<file path="config.mk">
export PLATFORM = sky130hd
export DESIGN_NAME = uart_fifo_sched
export DESIGN_NICKNAME = d
export VERILOG_FILES = /design/src/rtl/uart_fifo_sched.sv
export SDC_FILE = /design/constraint.sdc
export NUM_CORES = 1
export LEC_CHECK = 0
export CAP_MARGIN = 30
export CORE_MARGIN = 5
export CORE_UTILIZATION = 44
export DETAILED_ROUTE_END_ITERATION = 10
export HOLD_SLACK_MARGIN = 0.06
export PLACE_DENSITY = 0.78
export SLEW_MARGIN = 15
export SYNTH_ARGS = -nofsm -noshare
export SYNTH_HDL_FRONTEND = slang
export SYNTH_SLANG_ARGS = --single-unit
</file>
<file path="constraint.sdc">
create_clock -name CLK -period 1.8 [get_ports CLK]
set_input_delay 0.18 -clock CLK [delete_from_list [all_inputs] [get_ports CLK]]
set_output_delay 0.18 -clock CLK [all_outputs]
set_load 0.02 [all_outputs]
</file>
<file path="src/rtl/uart_fifo_sched.sv">
// uart_fifo_sched: write arbiter and read sequencer around a shared 128x8 UART FIFO.
// Two byte producers share the active-low FIFO write strobe (round-robin or fixed
// priority); a small read FSM pops one byte at a time, waits out the FIFO read
// latency and holds the byte on a valid/ready handshake towards the transmitter.
`timescale 1ns/1ps
module uart_fifo_sched #(
  parameter int PRIO_MODE = 0,
  parameter int RD_LAT    = 2,
  parameter int CNT_W     = 16
) (
  input  logic             CLK,
  input  logic             RESET,
  input  logic             req0,
  input  logic [7:0]       data0,
  output logic             ack0,
  input  logic             req1,
  input  logic [7:0]       data1,
  output logic             ack1,
  output logic             fifo_wrb,
  output logic [7:0]       fifo_din,
  input  logic             fifo_full,
  output logic             fifo_rdb,
  input  logic [7:0]       fifo_dout,
  input  logic             fifo_empty,
  output logic             tx_valid,
  output logic [7:0]       tx_data,
  input  logic             tx_ready,
  output logic [CNT_W-1:0] tx_count
);

  // Latency counter start value: R_WAIT lasts RD_LAT cycles, the last one
  // being the cycle in which fifo_dout holds the popped byte.
  localparam logic [1:0] LAT_INIT = 2'(RD_LAT - 1);

  typedef enum logic [1:0] {
    R_IDLE = 2'd0,
    R_POP  = 2'd1,
    R_WAIT = 2'd2,
    R_HOLD = 2'd3
  } rd_state_t;

  // Write side state
  logic             wrb_r;
  logic [7:0]       din_r;
  logic             ack0_r;
  logic             ack1_r;
  logic             last_grant_r;
  logic             win_s;
  logic             grant_s;

  // Read side state
  rd_state_t        state_r;
  rd_state_t        state_nx;
  logic             rdb_r;
  logic [1:0]       lat_cnt_r;
  logic             tx_valid_r;
  logic [7:0]       tx_data_r;
  logic [CNT_W-1:0] tx_count_r;

  // Winner selection among the requesting ports.
  always_comb begin
    win_s = 1'b0;
    if (req0 && req1) begin
      if (PRIO_MODE != 0) begin
        win_s = 1'b0;
      end else begin
        // Round-robin: the port that did not win last time.
        win_s = ~last_grant_r;
      end
    end else if (req1) begin
      win_s = 1'b1;
    end else begin
      win_s = 1'b0;
    end
  end

  // A grant slot exists only when no write happened this cycle, so FULL
  // always reflects the previous write before the next one is issued.
  always_comb begin
    grant_s = 1'b0;
    if (wrb_r && !fifo_full && (req0 || req1)) begin
      grant_s = 1'b1;
    end else begin
      grant_s = 1'b0;
    end
  end

  // Registered write strobe, write data, acknowledges and round-robin pointer.
  always_ff @(posedge CLK or negedge RESET) begin
    if (!RESET) begin
      wrb_r        <= 1'b1;
      din_r        <= 8'h00;
      ack0_r       <= 1'b0;
      ack1_r       <= 1'b0;
      last_grant_r <= 1'b1;
    end else if (grant_s) begin
      wrb_r        <= 1'b0;
      din_r        <= win_s ? data1 : data0;
      ack0_r       <= ~win_s;
      ack1_r       <= win_s;
      last_grant_r <= win_s;
    end else begin
      wrb_r        <= 1'b1;
      ack0_r       <= 1'b0;
      ack1_r       <= 1'b0;
    end
  end

  // Read FSM state register.
  always_ff @(posedge CLK or negedge RESET) begin
    if (!RESET) begin
      state_r <= R_IDLE;
    end else begin
      state_r <= state_nx;
    end
  end

  // Read FSM next-state logic; fifo_empty is only looked at in R_IDLE.
  always_comb begin
    state_nx = state_r;
    case (state_r)
      R_IDLE: begin
        if (!fifo_empty && !tx_valid_r) begin
          state_nx = R_POP;
        end else begin
          state_nx = R_IDLE;
        end
      end
      R_POP: begin
        state_nx = R_WAIT;
      end
      R_WAIT: begin
        if (lat_cnt_r == 2'd0) begin
          state_nx = R_HOLD;
        end else begin
          state_nx = R_WAIT;
        end
      end
      R_HOLD: begin
        if (tx_ready) begin
          state_nx = R_IDLE;
        end else begin
          state_nx = R_HOLD;
        end
      end
      default: begin
        state_nx = R_IDLE;
      end
    endcase
  end

  // Read datapath: registered read strobe, latency counter, tx byte and count.
  always_ff @(posedge CLK or negedge RESET) begin
    if (!RESET) begin
      rdb_r      <= 1'b1;
      lat_cnt_r  <= 2'd0;
      tx_valid_r <= 1'b0;
      tx_data_r  <= 8'h00;
      tx_count_r <= {CNT_W{1'b0}};
    end else begin
      // Strobe is low for exactly the one cycle spent in R_POP.
      rdb_r <= (state_nx == R_POP) ? 1'b0 : 1'b1;
      case (state_r)
        R_POP: begin
          lat_cnt_r <= LAT_INIT;
        end
        R_WAIT: begin
          if (lat_cnt_r == 2'd0) begin
            tx_data_r  <= fifo_dout;
            tx_valid_r <= 1'b1;
          end else begin
            lat_cnt_r <= lat_cnt_r - 2'd1;
          end
        end
        R_HOLD: begin
          if (tx_ready) begin
            tx_valid_r <= 1'b0;
            tx_count_r <= tx_count_r + {{(CNT_W-1){1'b0}}, 1'b1};
          end else begin
            tx_valid_r <= 1'b1;
          end
        end
        default: begin
          lat_cnt_r <= lat_cnt_r;
        end
      endcase
    end
  end

  assign ack0     = ack0_r;
  assign ack1     = ack1_r;
  assign fifo_wrb = wrb_r;
  assign fifo_din = din_r;
  assign fifo_rdb = rdb_r;
  assign tx_valid = tx_valid_r;
  assign tx_data  = tx_data_r;
  assign tx_count = tx_count_r;

endmodule

</file>
==> results of run 1 <==
[per-stage QoR]
| step | power [uW] | worst slack [ns] | hold slack, ns | utilization [%] |
|---|---|---|---|---|
| 2_1_floorplan | 2180 | 0.373 | -0.116 | - |
| 3_3_place_gp | 2710 | 0.199 | 0.0611 | 63.3 |
| 3_5_place_dp | 2770 | 0.147 | 0.0638 | 63.3 |
| 4_1_cts | 3370 | 0.158 | 0.285 | 65.6 |
| 5_1_grt | 3520 | 0.131 | 0.308 | 65.6 |
| 6_report | 3330 | 0.167 | 0.283 | 65.6 |
[logic make-up (layout without fill, tap and decap cells)]
group                    after synthesis  count (layout)  synth area share (%)
XOR/XNOR                              15              15                  7.22
flip-flops                            42              42                  58.0
adder cells (fa/ha/maj)                2               2                  1.38
AO/OA/AOI/OAI                         26              26                  10.7
AND/OR/NAND/NOR                       40              40                  14.0
buffers and inverters                  8              82                  2.54
multiplexers                          10              10                  6.19
[state kept, by name (all words and copies together), names as in the netlist, 2 cells and up]
signal	cells
lat_cnt_r	2
state_r	2
tx_count	16
fifo_din	8
tx_data	8
[power groups by stage]
stage | Combinational (uW) | Sequential [uW] | Clock, uW
detailed placement | 1340 | 1440 | 0
global placement | 1290 | 1420 | 0
finish | 1330 | 1430 | 577
floorplan | 568 | 1610 | 0
CTS | 1350 | 1420 | 593
global route | 1430 | 1470 | 623
[Yosys cell counts, types with 2 or more instances]
cell type	n	area share [%]
dfrtp_1	39	54
a22o_1	9	4.3
dfstp_2	3	4.3
nand3_2	2	1.1
nand4_1	3	1.0
inv_1	4	0.83
buf_4	2	0.83
ha_1	2	1.4
nand2_1	8	1.7
nor2_1	9	1.9
a21o_1	9	3.7
a21oi_1	2	0.55
xor2_1	8	3.9
mux2_2	10	6.2
nor3_2	2	1.1
and3_1	4	1.4
xnor2_1	7	3.4
nand3_1	4	1.1
o21ai_0	2	0.55
[per-layer routing]
metal | vias to the layer above | track usage (%)
li1 | 645 | -
met1 | 651 | 20.1
met2 | 45 | 28.1
met3 | 9 | 5.54
met4 | 0 | 5.34
met5 | - | 0
[final timing paths]
path,startpoint,to,slack [ns]
max,tx_count[6],tx_count[6],0.17
min,RESET,tx_data[7],0.28
max reg2reg,fifo_wrb,fifo_din[0],0.26
min reg2reg,tx_count[15],tx_count[15],0.49
max in group asynchronous,RESET,tx_count[4],0.96
min in group CLK,fifo_empty,fifo_rdb,0.46
[what timing repair did]
| action | 4_1_cts | 5_1_grt |
|---|---|---|
| setup buffers | 0 | 0 |
| hold buffers | 1 | 0 |
| setup endpoints to repair | 0 | 0 |
| gates resized for setup | 0 | 0 |
| endpoints found under the hold margin | 20 | 0 |
[cell type report]
type,count,area [um2]
clock buffer,6,72.6
clock inverter,2,10.0
fill,307,1380
inverter,4,15.0
multi-input combinational,93,718
sequential,42,1050
tap,50,62.6
timing repair buffer,70,691
==> Flow_metrics.wiki, run 1 <==
{| class="wikitable"
! Metric !! Value
|-
| Max stage delay cell, worst path || clkdlybuf4s50_1
|-
| Ordered list of cells on the worst path || clkdlybuf4s50_1
|-
| Fraction of the yosys area taken by sequential cells || 58.0%
|-
| Leakage power figure || 0.00121 uW
|-
| Total standard cell area after synthesis || 0.00182 mm2
|-
| Kind of end point of the critical path || primary output
|-
| Number of different library cells in the post-synthesis netlist || 33
|-
| Power Density || 1270 mW/mm2
|-
| EDFF count, synth || 0
|-
| Number of buffers added on ports || 67
|-
| R2r worst-path depth || 4
|-
| Number of cells in the finished layout apart from fillers || between 200 and 300
|-
| Met3 Routed Length || about 390 um
|-
| Total negative slack for setup checks || 0 ns
|-
| TritonCTS sink count || 42
|-
| Final hold violation count || 0
|-
| Arrival time of data at the critical path endpoint || 1.45 ns
|-
| Part of the cycle the worst path needs || around 91%
|-
| Layout overhead on the synthesized area || 44.2%
|-
| TritonCTS Buffers || 5
|-
| Layout Nets || 249
|-
| Width of the die || 74.3 um
|-
| Routed wire length per instance || ~16 um
|-
| Number of register bits inferred by synthesis || 42
|-
| Die outline height || 74.3 um
|-
| IO Pins || 68
|-
| IR Drop Worst-Case VDD || 0.835 mV
|-
| Max Freq || between 600 and 700 MHz
|-
| Initial antenna violation count || 0
|-
| Final min period || 1.63 ns
|-
| Maximum Capacitance Violations || 0
|-
| Data required, critical path || between 1.5 and 2 ns
|-
| Main synth FF type || dfrtp_1
|-
| Yosys warning count || 0
|-
| Number of search-and-repair iterations in the first detailed-routing pass || 4
|-
| Worst-Margin Slew || 0.713 ns
|-
| Outcome || completed
|-
| Share of flip-flops with an asynchronous set or reset || between 90% and 100%
|-
| Logic pwr share || 39.9%
|-
| Synthesized area per cell || 12.7 um2
|-
| Initial core utilization || 45.5%
|-
| H-tree Lvls || 2
|-
| Number of cells on the critical path || 1
|-
| Clock share of power || between 15 and 20%
|-
| Count of endpoints failing setup in the final report || 0
|-
| Antenna viol nets, final || 0
|-
| Gate family responsible for the most delay along the worst path || buffers and inverters
|-
| Mapped Cells || 143
|-
| Clock-pin slew on the worst setup and hold paths || 0.08 ns
|-
| Drt total wl || 4230 um
|-
| # rows || 23
|-
| Commonest cells after routing, fill and taps aside || 66 x clkdlybuf4s50_1, 39 x dfrtp_1, 10 x mux2_2
|-
| Starting DRT DRC Count || 57
|-
| Final HPWL from detailed placement || 3140 um
|-
| Crit Path Category || reg2out
|-
| CTS tree || built
|-
| Core ar. || 0.00400 mm2
|-
| Post-DR vias/cell || 5.06
|-
| Overall overflow remaining after global route || 0
|-
| Number of remaining DRC errors || 0
|-
| Maximum number of pins on one net before global-route repair || 21
|-
| Weighted congestion reported at the end of routability-driven placement || 0.816
|-
| Cells after DPL || 258
|-
| Syn nets || 176
|-
| Longest Clk Path Bufs || 2
|-
| Max transition margin || 52.1%
|-
| Maximum clock skew at final layout || 0.00911 ns
|-
| Number of global-route vias before repair || between 1000 and 1500
|-
| Root buf cell || clkbuf_8
|-
| Post-Place Cell Area || 0.00253 mm2
|-
| Reported net switching power || between 1000 and 1500 uW
|-
| Buf+Inv Stages, Crit Path || 1
|-
| Area of the die || 0.00552 mm2
|-
| P_int || 2170 uW
|-
| Nature of the critical path startpoint || flop
|-
| Number of pins exceeding their max-slew limit in the final report || 0
|-
| Most common cell after layout, fill and taps aside || clkdlybuf4s50_1
|-
| Post-route cell area || around 0.0026 mm2
|-
| Wire length on met2 || 2060 um
|-
| Proportion of layout cells with a drive suffix above 1 || 14.3%
|-
| Top layer used by detailed routing || met4
|-
| Number of vias in the routed layout || 1350
|-
| Top fanout value on the critical path || 7
|-
| Sequential group share of total power || between 40% and 50%
|-
| Setup repair after global routing missed its margin || no
|-
| Clk_lat worst skew || 0.29 ns
|-
| Metal-1 WL || around 1700 um
|-
| Fraction of power spent switching nets || 34.8%
|-
| Kind of path behind the tightest hold check || in2async
|-
| Delay of the slowest critical-path stage || 0.67 ns
|-
| Number of antenna diodes || 0
|-
| First-pass GRT wire length || 6960 um
|-
| Tot GR Track Use || between 10% and 20%
|}
Note: power is estimated with default switching activity, not from simulation.
==> inputs of run 2 (changes only) <==
GPL_TIMING_DRIVEN = 0   (was not set)
==> run 2 against run 1 <==
Sequential power shrank 3%. Register-to-register slack lost 0.04 ns. Via count grew 3.3%. Core utilization grew 1.1 points. Die area is the same. Combinational power grew 6%. Global-route usage grew 0.43 points. Cell count grew 1.1%. Sequential share of layout area shrank 0.66 points. Critical endpoint unchanged. Largest cell class unchanged.
==> Flow_metrics.wiki, run 2 (synthesis results as in run 1) <==
{| class="wikitable"
! Metric !! Value
|-
| Ordered list of cells on the worst path || clkdlybuf4s50_1 (unchanged)
|-
| Reg-to-reg endpoint || fifo_din[3] (was fifo_din[0])
|-
| Max Freq || 609 MHz (was 612 MHz)
|-
| Maximum Capacitance Violations || 0 (unchanged)
|-
| Number of pins exceeding their max-slew limit in the final report || 0 (unchanged)
|-
| Leakage power figure || 0.00123 uW (was 0.00121 uW)
|-
| Sequential group share of total power || 40.6% (was 42.8%)
|-
| Clock-pin slew on the worst setup and hold paths || 0.08 ns (about the same)
|-
| Initial core utilization || 45.5% (unchanged)
|-
| Number of cells in the finished layout apart from fillers || 270 (was 267)
|-
| Buf+Inv Stages, Crit Path || 1 (unchanged)
|-
| Data required, critical path || 1.62 ns (about the same)
|-
| Cells after DPL || 261 (was 258)
|-
| Max transition margin || 52.0% (was 52.1%)
|-
| H-tree Lvls || 2 (unchanged)
|-
| Clk_lat worst skew || 0.29 ns (about the same)
|-
| Top fanout value on the critical path || 7 (unchanged)
|-
| Total negative slack for setup checks || 0 ns (unchanged)
|-
| Width of the die || 74.3 um (unchanged)
|-
| TritonCTS sink count || 42 (unchanged)
|-
| Layout overhead on the synthesized area || 46.6% (was 44.2%)
|-
| Hold_ws || 0.315 ns (was 0.283 ns)
|-
| First-pass GRT wire length || 7100 um (was 6960 um)
|-
| Die outline height || 74.3 um (unchanged)
|-
| Overall overflow remaining after global route || 0 (unchanged)
|-
| Logic pwr share || 41.6% (was 39.9%)
|-
| Met3 Routed Length || 308 um (was 387 um)
|-
| R2r worst-path depth || 4 (unchanged)
|-
| Proportion of layout cells with a drive suffix above 1 || 15.0% (was 14.3%)
|-
| Number of antenna diodes || 0 (unchanged)
|-
| Longest Clk Path Bufs || 2 (unchanged)
|-
| Drt total wl || 4370 um (was 4230 um)
|-
| TritonCTS Buffers || 5 (unchanged)
|-
| Number of remaining DRC errors || 0 (unchanged)
|-
| Fillcell total || 316 (was 307)
|-
| Number of search-and-repair iterations in the first detailed-routing pass || 4 (unchanged)
|-
| IR Drop Worst-Case VDD || 0.747 mV (was 0.835 mV)
|-
| Tot Pwr || 3400 uW (was 3330 uW)
|-
| Most common cell after layout, fill and taps aside || clkdlybuf4s50_1 (unchanged)
|-
| Count of endpoints failing setup in the final report || 0 (unchanged)
|-
| Number of buffers added on ports || 67 (unchanged)
|-
| Outcome || completed (unchanged)
|-
| Core ar. || 0.00400 mm2 (unchanged)
|-
| Post-DR vias/cell || 5.17 (was 5.06)
|-
| Routed wire length per instance || 16.2 um (was 15.8 um)
|-
| Wire length on met2 || 2160 um (was 2060 um)
|-
| Gate family responsible for the most delay along the worst path || buffers and inverters (unchanged)
|-
| Reported net switching power || 1150 uW (was 1160 uW)
|-
| Final min period || 1.64 ns (was 1.63 ns)
|-
| Area of combinational cells with multiple inputs || 718 um2 (unchanged)
|-
| Setup repair after global routing missed its margin || no (unchanged)
|-
| Top layer used by detailed routing || met4 (unchanged)
|-
| # rows || 23 (unchanged)
|-
| Metal-1 WL || 1830 um (was 1720 um)
|-
| Nature of the critical path startpoint || flop (unchanged)
|-
| Initial antenna violation count || 0 (unchanged)
|-
| Arrival time of data at the critical path endpoint || 1.46 ns (was 1.45 ns)
|-
| Area used by sequential logic in the layout || 0.00105 mm2 (unchanged)
|-
| Part of the cycle the worst path needs || 91.2% (was 90.7%)
|-
| Antenna viol nets, final || 0 (unchanged)
|-
| Maximum clock skew at final layout || 0.00658 ns (was 0.00911 ns)
|-
| Starting DRT DRC Count || 58 (was 57)
|-
| Worst-Margin Slew || 0.715 ns (was 0.713 ns)
|-
| Crit Path Category || reg2out (unchanged)
|-
| Number of global-route vias before repair || 1519 (was 1458)
|-
| Power Density || 1280 mW/mm2 (was 1270 mW/mm2)
|-
| Flip-flop count of the largest register, all copies and words added || 16 (unchanged)
|-
| Weighted congestion reported at the end of routability-driven placement || 0.768 (was 0.816)
|-
| Delay of the slowest critical-path stage || 0.67 ns (about the same)
|-
| Kind of path behind the tightest hold check || in2async (unchanged)
|-
| Number of vias in the routed layout || 1395 (was 1350)
|-
| Layout Nets || 252 (was 249)
|-
| Final HPWL from detailed placement || 3180 um (was 3140 um)
|-
| Worst reg2reg path startpoint || fifo_wrb (unchanged)
|-
| Clock share of power || 17.8% (was 17.3%)
|-
| IO Pins || 68 (unchanged)
|-
| Kind of end point of the critical path || primary output (unchanged)
|-
| CTS tree || built (unchanged)
|-
| Commonest cells after routing, fill and taps aside || 66 x clkdlybuf4s50_1, 39 x dfrtp_1, 10 x mux2_2 (unchanged)
|-
| Fraction of power spent switching nets || 33.8% (was 34.8%)
|-
| Final hold violation count || 0 (unchanged)
|-
| Maximum number of pins on one net before global-route repair || 32 (was 21)
|-
| Area of the die || 0.00552 mm2 (unchanged)
|-
| Flop2flop setup slack || 0.22 ns (was 0.26 ns)
|-
| Tot GR Track Use || 17.0% (was 16.6%)
|-
| P_int || 2250 uW (was 2170 uW)
|-
| Max stage delay cell, worst path || clkdlybuf4s50_1 (unchanged)
|-
| Root buf cell || clkbuf_8 (unchanged)
|}
## run 2: cell count changes in the layout (fill, tap and decap cells not counted)
cell      change
clkinv_2      -2
buf_12        +1
buf_2         +1
buf_6         +1
clkbuf_1      +1
clkbuf_8      +1
## run 2: power groups by stage
stage          sequential, uW  clock (uW)  combinational [uW]
5_1_grt                  1420         669                1520
3_5_place_dp             1400           0                1430
6_report                 1380         607                1410
2_1_floorplan            1610           0                 568
4_1_cts                  1380         634                1430
3_3_place_gp             1380           0                1370
## run 2: stage by stage
| step | utilization [%] | cell area (um2) | worst slack, ns |
|---|---|---|---|
| global placement | 63.8 | 2550 | -0.438 |
| CTS | 66.7 | 2670 | 0.151 |
| detailed placement | 64.2 | 2570 | 0.144 |
| global route | 66.7 | 2670 | 0.0706 |
| finish | 66.7 | 2670 | 0.158 |
| floorplan | - | 1820 | 0.373 |
## run 2: routing by layer
layer / vias up / track usage, %
met5: - / 0
met4: 0 / 5.93
met3: 5 / 4.86
met2: 53 / 28.9
met1: 683 / 20.8
li1: 654 / -
## run 2: cell type report
class / instances / share of cell area, %
inverter: 4 / 0.563
multi-input combinational: 93 / 26.9
timing repair buffer: 69 / 26.1
clock buffer: 8 / 3.38
sequential: 42 / 39.5
tap: 50 / 2.35
buffer: 4 / 1.17
## run 2: worst max-delay path by stage
stage	start	end	slack [ns]	depth (start not counted)
global route	fifo_wrb	fifo_din[3]	0.07	4
global placement	RESET	tx_count[11]	-0.44	1
finish	tx_count[6]	tx_count[6]	0.16	1
detailed placement	tx_ready	tx_count[15]	0.14	5
CTS	tx_count[6]	tx_count[6]	0.15	1
floorplan	fifo_wrb	fifo_din[0]	0.37	4
## run 2: what timing repair did
item,in CTS,in global routing
endpoints found under the hold margin,11,0
resized for setup,0,0
buffers inserted,0,0
hold buffers,1,0
==> inputs of run 3 (changes only) <==
CORE_UTILIZATION = 45   (was 44)
CTS_BUF_LIST = sky130_fd_sc_hd__clkbuf_4   (was not set)
PLACE_DENSITY = 0.79   (was 0.78)
==> run 3 against run 2 <==
Sequential share of layout area did not move. Largest power group unchanged. Global-route usage barely moved. Clock skew hardly changed.
==> Flow_metrics.wiki, run 3 (synthesis results as in run 1) <==
{| class="wikitable"
! Metric !! Value
|-
| Outcome || completed (unchanged)
|-
| Tot GR Track Use || 17.0% (about the same)
|-
| # rows || 23 (unchanged)
|-
| Ordered list of cells on the worst path || clkdlybuf4s50_1 (unchanged)
|-
| Setup repair after global routing missed its margin || no (unchanged)
|-
| Gates resized, CTS repair || 0 (unchanged)
|-
| Number of search-and-repair iterations in the first detailed-routing pass || 4 (unchanged)
|-
| Top fanout value on the critical path || 7 (unchanged)
|-
| Die outline height || 73.6 um (was 74.3 um)
|-
| Flip-flop count of the largest register, all copies and words added || 16 (unchanged)
|-
| Number of vias in the routed layout || 1388 (was 1395)
|-
| Fillcell total || 291 (was 316)
|-
| Arrival time of data at the critical path endpoint || 1.52 ns (was 1.46 ns)
|-
| Total negative slack for setup checks || 0 ns (unchanged)
|-
| Root buf cell || clkbuf_4 (was clkbuf_8)
|-
| Number of antenna diodes || 0 (unchanged)
|-
| Core ar. || 0.00397 mm2 (was 0.00400 mm2)
|-
| IO Pins || 68 (unchanged)
|-
| Met3 Routed Length || 324 um (was 308 um)
|-
| Top layer used by detailed routing || met4 (unchanged)
|-
| Max Freq || 589 MHz (was 609 MHz)
|-
| Proportion of layout cells with a drive suffix above 1 || 15.9% (was 15.0%)
|-
| IR Drop Worst-Case VDD || 0.693 mV (was 0.747 mV)
|-
| Gate family responsible for the most delay along the worst path || buffers and inverters (unchanged)
|-
| Clk_lat worst skew || 0.35 ns (was 0.29 ns)
|-
| Drt total wl || 4310 um (was 4370 um)
|-
| Leakage power figure || 0.00123 uW (about the same)
|-
| Post-Place Cell Area || 0.00257 mm2 (about the same)
|-
| Wire length on met2 || 2040 um (was 2160 um)
|-
| TritonCTS Buffers || 5 (unchanged)
|-
| Max stage delay cell, worst path || clkdlybuf4s50_1 (unchanged)
|-
| Most common cell after layout, fill and taps aside || clkdlybuf4s50_1 (unchanged)
|-
| Buf+Inv Stages, Crit Path || 1 (unchanged)
|-
| Initial antenna violation count || 0 (unchanged)
|-
| Width of the die || 73.6 um (was 74.3 um)
|-
| Weighted congestion reported at the end of routability-driven placement || 0.781 (was 0.768)
|-
| Number of pins exceeding their max-slew limit in the final report || 0 (unchanged)
|-
| R2r worst-path depth || 4 (unchanged)
|-
| First-pass GRT wire length || 7010 um (was 7100 um)
|-
| CTS tree || built (unchanged)
|-
| Layout Nets || 252 (unchanged)
|-
| Initial core utilization || 45.8% (was 45.5%)
|-
| Final HPWL from detailed placement || 3330 um (was 3180 um)
|-
| Number of buffers added on ports || 67 (unchanged)
|-
| Nature of the critical path startpoint || flop (unchanged)
|-
| Longest Clk Path Bufs || 2 (unchanged)
|-
| Crit Path Category || reg2out (unchanged)
|-
| Count of endpoints failing setup in the final report || 0 (unchanged)
|-
| Worst-Margin Slew || 0.719 ns (was 0.715 ns)
|-
| Maximum number of pins on one net before global-route repair || 25 (was 32)
|-
| Clock-pin slew on the worst setup and hold paths || 0.12 ns (was 0.08 ns)
|-
| Post-route cell area || 0.00267 mm2 (unchanged)
|-
| Commonest cells after routing, fill and taps aside || 66 x clkdlybuf4s50_1, 39 x dfrtp_1, 10 x mux2_2 (unchanged)
|-
| Maximum clock skew at final layout || 0.00647 ns (was 0.00658 ns)
|-
| Layout overhead on the synthesized area || 46.6% (unchanged)
|-
| Starting DRT DRC Count || 54 (was 58)
|-
| Max transition margin || 51.8% (was 52.0%)
|-
| Number of cells on the critical path || 1 (unchanged)
|-
| Setup Fix Bufs, Post-CTS || 0 (unchanged)
|-
| Number of global-route vias before repair || 1426 (was 1519)
|-
| Antenna viol nets, final || 0 (unchanged)
|-
| Routed wire length per instance || 16.0 um (was 16.2 um)
|-
| Kind of end point of the critical path || primary output (unchanged)
|-
| H-tree Lvls || 2 (unchanged)
|-
| Maximum Capacitance Violations || 0 (unchanged)
|-
| Post-DR vias/cell || 5.14 (was 5.17)
|-
| Overall overflow remaining after global route || 0 (unchanged)
|-
| Part of the cycle the worst path needs || 94.3% (was 91.2%)
|-
| TritonCTS sink count || 42 (unchanged)
|-
| Final min period || 1.70 ns (was 1.64 ns)
|-
| Number of remaining DRC errors || 0 (unchanged)
|-
| Final hold violation count || 0 (unchanged)
|-
| Power Density || 1280 mW/mm2 (about the same)
|-
| Kind of path behind the tightest hold check || in2async (unchanged)
|-
| Metal-1 WL || 1780 um (was 1830 um)
|-
| Data required, critical path || 1.62 ns (about the same)
|-
| Delay of the slowest critical-path stage || 0.67 ns (about the same)
|-
| Utilization of the core after routing || 67.2% (was 66.7%)
|-
| Area of the die || 0.00541 mm2 (was 0.00552 mm2)
|}
[run 3: final timing paths]
kind                               from      endpoint  slack [ns]
max                         tx_count[6]   tx_count[6]        0.10
max in group asynchronous         RESET      fifo_wrb        0.97
min reg2reg                tx_count[15]  tx_count[15]        0.49
min                               RESET    tx_data[6]        0.30
min in group CLK             fifo_empty      fifo_rdb        0.40
max reg2reg                    fifo_wrb   fifo_din[6]        0.19
[run 3: through the flow]
stage | power [uW] | std cells | setup WS [ns] | hold slack (ns)
after floorplan | 2180 | 143 | 0.373 | -0.116
after global placement | 2740 | 260 | -0.400 | 0.464
after detailed placement | 2830 | 261 | 0.101 | 0.163
after CTS | 3440 | 270 | 0.0903 | 0.300
after global routing | 3610 | 270 | 0.0428 | 0.319
final | 3410 | 270 | 0.103 | 0.299
[run 3: layer usage]
| metal | up-vias | track usage (%) |
|---|---|---|
| li1 | 654 | - |
| met1 | 665 | 21.0 |
| met2 | 56 | 26.9 |
| met3 | 13 | 5.61 |
| met4 | 0 | 8.05 |
| met5 | - | 0 |
[run 3: report_power, final]
part	internal, uW	total (uW)	leakage [uW]	switching (uW)
sequential	1190	1380	0.000524	186
combinational	746	1410	0.000664	669
clock	325	619	0.0000463	294
[run 3: timing repair]
item | 4_1_cts | 5_1_grt
hold buffers | 1 | 0
setup endpoints to repair | 0 | 0
endpoints found under the hold margin | 16 | 0
[run 3: cell type report]
class,instances,area [um2],area share (%)
flip-flops and latches,42,1050,39.5
multi-input cells,93,718,26.9
repair buffers,69,703,26.4
well taps,50,62.6,2.35
clock buffers,7,52.6,1.97
plain buffers,4,31.3,1.17
clock inverters,1,30.0,1.13
inverters,4,15.0,0.563
